==> config.mk <==
export PLATFORM = sky130hd
export DESIGN_NAME = avalon_packetizer_flat
export DESIGN_NICKNAME = d
export VERILOG_FILES = /design/src/rtl/avalon_packetizer_if.sv /design/src/rtl/avalon_packetizer.sv /design/src/flat_wrapper.sv
export SDC_FILE = /design/constraint.sdc
export NUM_CORES = 1
export LEC_CHECK = 0
export CAP_MARGIN = 25
export CORE_MARGIN = 3
export CORE_UTILIZATION = 40
export CTS_BUF_LIST = sky130_fd_sc_hd__clkbuf_16
export CTS_CLUSTER_DIAMETER = 100
export DETAILED_ROUTE_END_ITERATION = 10
export GPL_TIMING_DRIVEN = 0
export PLACE_DENSITY = 0.83
export SLEW_MARGIN = 20
export SYNTH_ARGS = -nofsm -noshare
export SYNTH_HDL_FRONTEND = slang
export SYNTH_SLANG_ARGS = --single-unit
export TNS_END_PERCENT = 10
==> constraint.sdc <==
create_clock -name clk -period 2.4 [get_ports clk]
set_input_delay 0.36 -clock clk [delete_from_list [all_inputs] [get_ports clk]]
set_output_delay 0.36 -clock clk [all_outputs]
set_load 0.01 [all_outputs]
==> src/rtl/avalon_packetizer_if.sv <==
// Avalon-ST message interface: one data word per beat with sop/eop framing and
// an empty count giving the number of unused low-order bytes on the eop word.
interface avalon_st_if #(
   parameter int DATA_WIDTH_IN_BYTES = 4
);
   localparam int EMPTY_W = (DATA_WIDTH_IN_BYTES > 1) ? $clog2(DATA_WIDTH_IN_BYTES) : 1;

   logic                             valid;
   logic                             rdy;
   logic [DATA_WIDTH_IN_BYTES*8-1:0] data;
   logic                             sop;
   logic                             eop;
   logic [EMPTY_W-1:0]               empty;

   modport master (output valid, data, sop, eop, empty, input rdy);
   modport slave  (input valid, data, sop, eop, empty, output rdy);
endinterface

==> src/rtl/avalon_packetizer.sv <==
// Frames an unframed word stream into Avalon-ST messages from byte-length commands.
// Define AVALON_PACKETIZER_ZERO_PAD_EN to force the unused bytes of the eop word to zero.
module avalon_packetizer #(
   parameter int DATA_WIDTH_IN_BYTES = 4,
   parameter int LEN_WIDTH           = 16
) (
   input  logic                             clk,
   input  logic                             rst,
   input  logic                             cmd_valid,
   output logic                             cmd_rdy,
   input  logic [LEN_WIDTH-1:0]             cmd_len,
   input  logic                             data_in_valid,
   output logic                             data_in_rdy,
   input  logic [DATA_WIDTH_IN_BYTES*8-1:0] data_in,
   avalon_st_if.master                      msg_out,
   output logic                             zero_len_indi,
   output logic                             msg_done_indi
);
   localparam int W       = DATA_WIDTH_IN_BYTES;
   localparam int DW      = W * 8;
   localparam int EMPTY_W = (W > 1) ? $clog2(W) : 1;
   localparam logic [LEN_WIDTH:0] W_EXT    = (LEN_WIDTH + 1)'(W);
   localparam logic [LEN_WIDTH:0] W_EXT_M1 = (LEN_WIDTH + 1)'(W - 1);

   typedef enum logic {IDLE, IN_MSG} state_t;

`ifdef AVALON_PACKETIZER_ZERO_PAD_EN
   function automatic logic [DW-1:0] pad_zero(input logic [DW-1:0] d, input logic [EMPTY_W-1:0] e);
      logic [DW-1:0] r;
      r = d;
      for (int i = 0; i < W; i++) begin
         if (i < int'(e)) r[i*8 +: 8] = 8'h00;
      end
      return r;
   endfunction
`endif

   state_t               state_q, state_d;
   logic [LEN_WIDTH-1:0] words_left_q, words_left_d;
   logic [EMPTY_W-1:0]   last_empty_q, last_empty_d;
   logic                 first_q, first_d;
   logic                 out_valid_q, out_valid_d;
   logic [DW-1:0]        out_data_q, out_data_d;
   logic                 out_sop_q, out_sop_d;
   logic                 out_eop_q, out_eop_d;
   logic [EMPTY_W-1:0]   out_empty_q, out_empty_d;
   logic                 zero_len_q, zero_len_d;
   logic                 msg_done_q, msg_done_d;

   logic                 cmd_fire, data_fire, out_fire, last_word;
   logic [LEN_WIDTH:0]   len_ext, rem_ext;
   logic [DW-1:0]        load_data;

   assign cmd_rdy     = (state_q == IDLE);
   assign data_in_rdy = (state_q == IN_MSG) & (~out_valid_q | msg_out.rdy);
   assign cmd_fire    = cmd_valid & cmd_rdy;
   assign data_fire   = data_in_valid & data_in_rdy;
   assign out_fire    = out_valid_q & msg_out.rdy;
   assign last_word   = (words_left_q == LEN_WIDTH'(1));

   // One extra bit keeps the round-up add from wrapping at the maximum length.
   assign len_ext = {1'b0, cmd_len};
   assign rem_ext = len_ext % W_EXT;

`ifdef AVALON_PACKETIZER_ZERO_PAD_EN
   assign load_data = last_word ? pad_zero(data_in, last_empty_q) : data_in;
`else
   assign load_data = data_in;
`endif

   always_comb begin
      state_d      = state_q;
      words_left_d = words_left_q;
      last_empty_d = last_empty_q;
      first_d      = first_q;
      out_valid_d  = out_valid_q;
      out_data_d   = out_data_q;
      out_sop_d    = out_sop_q;
      out_eop_d    = out_eop_q;
      out_empty_d  = out_empty_q;
      zero_len_d   = cmd_fire & (cmd_len == '0);
      msg_done_d   = out_fire & out_eop_q;

      case (state_q)
         IDLE: begin
            if (cmd_fire && (cmd_len != '0)) begin
               words_left_d = LEN_WIDTH'((len_ext + W_EXT_M1) / W_EXT);
               last_empty_d = EMPTY_W'((W_EXT - rem_ext) % W_EXT);
               first_d      = 1'b1;
               state_d      = IN_MSG;
            end
         end
         IN_MSG: begin
            if (data_fire) begin
               first_d      = 1'b0;
               words_left_d = words_left_q - LEN_WIDTH'(1);
               if (last_word) state_d = IDLE;
            end
         end
         default: state_d = IDLE;
      endcase

      // A new load takes priority over clearing a register that drains this cycle.
      if (data_fire) begin
         out_valid_d = 1'b1;
         out_data_d  = load_data;
         out_sop_d   = first_q;
         out_eop_d   = last_word;
         out_empty_d = last_word ? last_empty_q : '0;
      end else if (out_fire) begin
         out_valid_d = 1'b0;
         out_data_d  = '0;
         out_sop_d   = 1'b0;
         out_eop_d   = 1'b0;
         out_empty_d = '0;
      end
   end

   always_ff @(posedge clk) begin
      if (rst) begin
         state_q      <= IDLE;
         words_left_q <= '0;
         last_empty_q <= '0;
         first_q      <= 1'b0;
         out_valid_q  <= 1'b0;
         out_data_q   <= '0;
         out_sop_q    <= 1'b0;
         out_eop_q    <= 1'b0;
         out_empty_q  <= '0;
         zero_len_q   <= 1'b0;
         msg_done_q   <= 1'b0;
      end else begin
         state_q      <= state_d;
         words_left_q <= words_left_d;
         last_empty_q <= last_empty_d;
         first_q      <= first_d;
         out_valid_q  <= out_valid_d;
         out_data_q   <= out_data_d;
         out_sop_q    <= out_sop_d;
         out_eop_q    <= out_eop_d;
         out_empty_q  <= out_empty_d;
         zero_len_q   <= zero_len_d;
         msg_done_q   <= msg_done_d;
      end
   end

   assign msg_out.valid = out_valid_q;
   assign msg_out.data  = out_data_q;
   assign msg_out.sop   = out_sop_q;
   assign msg_out.eop   = out_eop_q;
   assign msg_out.empty = out_empty_q;
   assign zero_len_indi = zero_len_q;
   assign msg_done_indi = msg_done_q;
endmodule

==> src/flat_wrapper.sv <==
// flat-port wrapper written by rule: the top's interface ports become plain ports
module avalon_packetizer_flat 
#(
   parameter int DATA_WIDTH_IN_BYTES = 4,
   parameter int LEN_WIDTH           = 16
)
  (clk, rst, cmd_valid, cmd_rdy, cmd_len, data_in_valid, data_in_rdy, data_in, zero_len_indi, msg_done_indi, msg_out_valid, msg_out_data, msg_out_sop, msg_out_eop, msg_out_empty, msg_out_rdy);
  avalon_st_if #(.DATA_WIDTH_IN_BYTES(DATA_WIDTH_IN_BYTES)) msg_out_i ();
  input  logic clk;
  input  logic rst;
  input  logic cmd_valid;
  output logic cmd_rdy;
  input  logic [LEN_WIDTH-1:0] cmd_len;
  input  logic data_in_valid;
  output logic data_in_rdy;
  input  logic [DATA_WIDTH_IN_BYTES*8-1:0] data_in;
  output logic zero_len_indi;
  output logic msg_done_indi;
  output wire logic [$bits(msg_out_i.valid)-1:0] msg_out_valid;
  output wire logic [$bits(msg_out_i.data)-1:0] msg_out_data;
  output wire logic [$bits(msg_out_i.sop)-1:0] msg_out_sop;
  output wire logic [$bits(msg_out_i.eop)-1:0] msg_out_eop;
  output wire logic [$bits(msg_out_i.empty)-1:0] msg_out_empty;
  input wire logic [$bits(msg_out_i.rdy)-1:0] msg_out_rdy;
  assign msg_out_valid = msg_out_i.valid;
  assign msg_out_data = msg_out_i.data;
  assign msg_out_sop = msg_out_i.sop;
  assign msg_out_eop = msg_out_i.eop;
  assign msg_out_empty = msg_out_i.empty;
  assign msg_out_i.rdy = msg_out_rdy;
  avalon_packetizer #(.DATA_WIDTH_IN_BYTES(DATA_WIDTH_IN_BYTES), .LEN_WIDTH(LEN_WIDTH)) u_core (.clk(clk), .rst(rst), .cmd_valid(cmd_valid), .cmd_rdy(cmd_rdy), .cmd_len(cmd_len), .data_in_valid(data_in_valid), .data_in_rdy(data_in_rdy), .data_in(data_in), .msg_out(msg_out_i), .zero_len_indi(zero_len_indi), .msg_done_indi(msg_done_indi));
endmodule
# After elaboration in Yosys (flattened, before gate mapping)
# Index checks and enable logic that the tools add are counted.
[classes]
add_sub_neg = 3
multipliers = 0
n_div = 0
order_cmp = 0
n_eq_ne = 3
shift = 0
mux = 19
n_bitwise = 9
n_reduce_logical = 6
[ops]
columns = ["cell", "n"]
rows = [
  ["$mux 32", 2],
  ["$mux 16", 2],
  ["$pmux 16 s2", 1],
  ["$add 16x2->17 const B", 1],
  ["$eq 16x1->1 const B", 1],
  ["$logic_not 16->1", 1],
  ["$reduce_bool 16->1", 1],
  ["$sub 16x1->16 const B", 1],
  ["$mux 1", 9],
  ["$and 1x1->1", 6],
  ["$mux 2", 3],
  ["$ne 2x2->1 const B", 2],
  ["$pmux 1 s2", 2],
  ["$reduce_and 2->1", 2],
  ["$not 1->1", 2],
  ["$reduce_bool 2->1", 1],
  ["$sub 1x2->2 const A", 1],
  ["$logic_and 1x1->1", 1],
  ["$or 1x1->1", 1],
]
[word_totals]
ff_bits = 59
latchBits = 0
ram_bits = 0
rom_bits = 0
out_inout_bits = 41
word_cells = 51
mem_count = 0

# Logic depth before layout (Yosys ltp)
# Gate-level depths: netlist of the first run.
[logic_depth]
ltp_word = 6
depth_mapped = 9
depth_no_buf = 7

# Worst setup path before layout of the first run
# Ideal clock, no wire load.
[synth_path]
path_type = "input port to flip-flop"
start = "input port cmd_len[0]"
end = "register u_core.words_left_q[6]"
setup_ps = 70
arrival_time_ps = 1725
required_ps = 2330
path_slack_ps = 605
stages = 9
n_path_buf = 2
cell_sequence = "inv_1 -> ha_1 -> nor4b_1 -> a41oi_1 -> buf_2 -> nor2_4 -> buf_4 -> o21ai_0 -> a21oi_1"
[synth_via]
elab_chain_len = 4
elab_cells_between_ends = 7
cone_classes = "add/sub (1); eq/ne (1); mux (2); reduce/logical (3)"
[synth_rtl]
columns = ["item", "line", "text"]
rows = [
  ["start: declaration", "flat_wrapper.sv:13", "input logic [LEN_WIDTH-1:0] cmd_len;"],
  ["parallel branches: the longest is 4 deep, another holds $add 16x2->17", "-", ""],
  ["end signal: assignment", "avalon_packetizer.sv:134", "words_left_q <= words_left_d;"],
  ["end: declaration", "avalon_packetizer.sv:39", "logic [LEN_WIDTH-1:0] words_left_q, words_left_d;"],
]
# Parallel ways; which one is timed is not known. The select of a mux whose other input is x is not followed.
# A chain may end at the register's enable or synchronous reset.

# Worst setup path after layout of the first run
[layout_path]
start = "register u_core.state_q"
end = "output port cmd_rdy"
[layout_via]
elab_chain_len = 1
[layout_rtl]
columns = ["item", "line", "text"]
rows = [
  ["start: declaration", "avalon_packetizer.sv:38", "state_t state_q, state_d;"],
  ["start signal: assignment", "avalon_packetizer.sv:133", "state_q <= state_d;"],
  ["$not 1->1 (no source line)", "-", ""],
  ["end: declaration", "flat_wrapper.sv:12", "output logic cmd_rdy;"],
]
# No other way between the ends.

==> impl_metrics.env, run 1 <==
export IMPL_insertedDiodeCount=0
export IMPL_arrival_time_reported_for_the_critical_path_endpoint_ps=1970
export IMPL_timing_critical_path_fanout_max=10
export IMPL_skew_ps=8.06
export IMPL_post_synth_and_or_nand_nor_area_fraction=0.223
export IMPL_hold_path_startpoint="u_core.msg_out.data[14]$_SDFFE_PP0P_"
export IMPL_syn_cell_area_um2=2760
export IMPL_port_buffers=92
export IMPL_gp_routability_congestion=0.932
export IMPL_tritoncts_num_sinks=59
export IMPL_width_of_the_chip_um=89.0
export IMPL_timing_setup_critical_path_class="reg2out"
export IMPL_postSynthRegisterBits=59
export IMPL_postSynthAreaPerCell_um2=8.77
export IMPL_status="completed"
export IMPL_cts_htree_levels=3
export IMPL_via_density_per_instance=5.67
export IMPL_min_period_over_period=0.969
export IMPL_power_static_leakage_nw=1.50
export IMPL_cts_made_buffers=9
export IMPL_worst_r2r_endpoint="u_core.msg_out.data[26]$_SDFFE_PP0P_"
export IMPL_slew_limit_headroom=0.554
export IMPL_cts_buffer_depth=2
export IMPL_clk_pin_slew_ps=50
export IMPL_worst_r2r_startpoint="u_core.state_q$_SDFF_PP0_"
export IMPL_synth_top_family_by_area="compound AO/OA/AOI/OAI gates"
export IMPL_timing_critical_path_slowest_cell_delay_ps=490
export IMPL_report_final_setup_viol=0
export IMPL_cap_violations=0
export IMPL_regToRegSetupSlack_ps=280
export IMPL_min_to="u_core.msg_out.data[14]$_SDFFE_PP0P_"
export IMPL_drtAntennaViolNets=0
export IMPL_peakVddDrop_v=0.000522
export IMPL_worst_slew_pin_transition_ps=666
export IMPL_synthXorXnorAreaFrac=0.0413
export IMPL_async_flop_share=0
export IMPL_routedWlPerCell_um=16.2
export IMPL_clock_latency_reported_for_the_late_side_of_the_worst_skew_pair_ps=320
export IMPL_cell_area_after_layout_um2=4070
export IMPL_antenna_found_initial=0
export IMPL_startpoint_kind_of_the_worst_setup_timing_path="flop"
export IMPL_rows=29
export IMPL_worstHoldPathCells=1
export IMPL_crit_slowest_cell="sky130_fd_sc_hd__clkdlybuf4s50_1"
export IMPL_syn_num_nets=370
export IMPL_floorplan_die_height_um=89.0
export IMPL_hold_fails_final_rpt=0
export IMPL_detailedRoute_firstPassIterationCount=4
export IMPL_crit_start="u_core.state_q$_SDFF_PP0_"
export IMPL_postRouteWirelength_um=8100
export IMPL_synth_edff_count=0
export IMPL_routed_via_count=2829
export IMPL_drive_above_1_share=0.0735
export IMPL_synth_mux_area_fraction=0.00727
export IMPL_cp_num_buf_inv=5
export IMPL_grt_start_max_net_pins=11
export IMPL_yosys_most_used_dff="sky130_fd_sc_hd__dfxtp_1"
export IMPL_grt_use_total=0.207
export IMPL_synth_top_cells_by_count="sky130_fd_sc_hd__dfxtp_1, sky130_fd_sc_hd__nor2_1, sky130_fd_sc_hd__a21oi_1, sky130_fd_sc_hd__a22o_1, sky130_fd_sc_hd__nand2_1"
export IMPL_placedInstanceArea_um2=3770
export IMPL_ys_warn_count=0
export IMPL_overflow=0
export IMPL_core_um2=6490
export IMPL_fin_nets=473
export IMPL_synth_area_leader_cell="sky130_fd_sc_hd__dfxtp_1"
export IMPL_critPathCaptureType="primary output"
export IMPL_postSynthCellCount=314
export IMPL_final_min_clock_period_ps=2330
export IMPL_post_cts_buffers=0
export IMPL_wire_length_of_the_first_global_routing_pass_um=12900
export IMPL_max_freq_mhz=430
export IMPL_fillerInstances=533
export IMPL_dpl_hpwl_um=5870
export IMPL_syn_to_final_growth_pct=47.6
export IMPL_worstRegToRegCells=5
export IMPL_io_pins=94
export IMPL_worstHoldPathType="reg2reg"
export IMPL_ys_seq_area_frac=0.429
export IMPL_detail_route_drc_violations=0
export IMPL_fin_total_pwr_w=0.00282
export IMPL_synth_most_common_cell="sky130_fd_sc_hd__dfxtp_1"
export IMPL_floorplan_initialDensity=0.424
export IMPL_synth_top_cell_area_share=0.429
export IMPL_design_die_area_um2=7920
export IMPL_tritoncts="yes"
export IMPL_root_buffer="sky130_fd_sc_hd__clkbuf_16"
export IMPL_critPathTopFamily="buffers and inverters"
export IMPL_slew_viol_final=0
export IMPL_synth_compound_area_frac=0.246
export IMPL_hold_buffers=0
export IMPL_worstPathCellList="clkbuf_1, inv_1, clkbuf_4, buf_4, clkdlybuf4s50_1"
export IMPL_yosysUniqueCellTypes=53
export IMPL_cp_data_required_time_ps=2040
export IMPL_synth_top_cells_by_area="sky130_fd_sc_hd__dfxtp_1, sky130_fd_sc_hd__a22o_1, sky130_fd_sc_hd__nor2_1, sky130_fd_sc_hd__a22oi_1, sky130_fd_sc_hd__a21oi_1"
export IMPL_first_global_vias=2850
export IMPL_adder_cell_share_of_the_synthesized_area=0.0136
export IMPL_drt_iter0_drc=175
export IMPL_pwr_density_cell_nw_per_um2=693
==> worst reg2reg max path, cell delays in order, from the launching register on <==
cell and delay, ps:
sky130_fd_sc_hd__dfxtp_1 310, sky130_fd_sc_hd__clkbuf_1 300, sky130_fd_sc_hd__nand3_1 260, sky130_fd_sc_hd__nor2_1 580, sky130_fd_sc_hd__clkbuf_1 410, sky130_fd_sc_hd__a22o_1 190
==> layout by cell type (no fill, tap or decap), drive strengths merged, types with 2 or more instances in the layout <==
master,instances
a21o,2
a21oi,20
a22o,19
a22oi,18
a31oi,3
and2,4
and4,3
buf,7
clkbuf,21
clkdlybuf4s50,92
clkinv,2
dfxtp,59
ha,3
inv,12
mux2i,2
nand2,19
nand2b,3
nand3,6
nand3b,2
nand4,5
nor2,38
nor3,9
nor4,8
nor4b,3
o211ai,5
o21a,2
o21ai,18
o22ai,2
o32ai,2
or2,3
or3,4
or4,2
xnor2,8
xor2,5
==> cell type report <==
type | instances | area [µm²] | share of cell area
repair buffers | 92 | 921 | 0.226
flip-flops and latches | 59 | 1180 | 0.290
clock inverters | 7 | 53.8 | 0.0132
plain buffers | 19 | 92.6 | 0.0228
multi-input cells | 228 | 1470 | 0.361
inverters | 8 | 30.0 | 0.00738
clock buffers | 9 | 225 | 0.0554
well taps | 77 | 96.3 | 0.0237
==> through the flow <==
stage | hold WS, ps | utilization | setup slack (ps) | cells | setup TNS [ps]
after floorplan | 443 | - | 605 | 314 | 0
after global placement | 462 | 0.581 | -183 | 483 | -1830
after detailed placement | 467 | 0.581 | -232 | 483 | -2850
after CTS | 478 | 0.625 | 74.2 | 499 | 0
after global routing | 487 | 0.626 | -2.43 | 499 | -2.43
final | 474 | 0.626 | 73.8 | 499 | 0
==> what timing repair did <==
item | 4_1_cts | 5_1_grt
setup endpoints to repair | 2 | 8
endpoints found under the hold margin | 0 | 0
resized for setup | 3 | 3
==> per-layer routing <==
metal  up-vias  wire length [µm]  GRT usage
li1       1381                 -          -
met1      1342              3410      0.246
met2        88              4060      0.344
met3        18               473     0.0710
met4         0               151     0.0798
met5         -                 0          0
==> how the worst max path moves through the flow <==
stage	to	slack (ps)	depth (start not counted)
floorplan	u_core.words_left_q[6]$_SDFFE_PP0P_	600	9
global placement	u_core.words_left_q[6]$_SDFFE_PP0P_	-180	10
detailed placement	u_core.words_left_q[9]$_SDFFE_PP0P_	-230	10
CTS	u_core.words_left_q[10]$_SDFFE_PP0P_	70	10
global route	u_core.words_left_q[14]$_SDFFE_PP0P_	-2	10
finish	cmd_rdy	70	5
==> cells by family after synthesis <==
group	count (synthesis)
and+or+nand+nor	112
AOI/OAI and AO/OA	98
DFF	59
buffers and inverters	27
xor gates and xnor gates	13
adders and majority gates	3
muxes	2
==> power by group <==
part           internal, W  total, W  switching, W
clock network     0.000780   0.00119      0.000406
logic             0.000264  0.000549      0.000285
registers          0.00104   0.00109     0.0000490
total              0.00208   0.00282      0.000740
==> sequential cells by signal, indices dropped and copies added (netlist names) <==
signal / count
u_core.msg_out.data: 32
u_core.words_left_q: 16
u_core.last_empty_q: 2
u_core.msg_out.empty: 2
u_core.first_q: 1
u_core.msg_done_indi: 1
u_core.msg_out.eop: 1
u_core.msg_out.sop: 1
u_core.msg_out.valid: 1
u_core.state_q: 1
u_core.zero_len_indi: 1
No activity file was read; power rests on OpenSTA's default activity.
==> run 2: changes to the inputs <==
--- a/config.mk
+++ b/config.mk
@@ -5,7 +5,6 @@
 export SDC_FILE = /design/constraint.sdc
 export NUM_CORES = 1
 export LEC_CHECK = 0
-export CAP_MARGIN = 25
 export CORE_MARGIN = 3
 export CORE_UTILIZATION = 40
 export CTS_BUF_LIST = sky130_fd_sc_hd__clkbuf_16
==> results of run 2 <==
No change in the layout: final DEF, timing and power equal those of run 1.
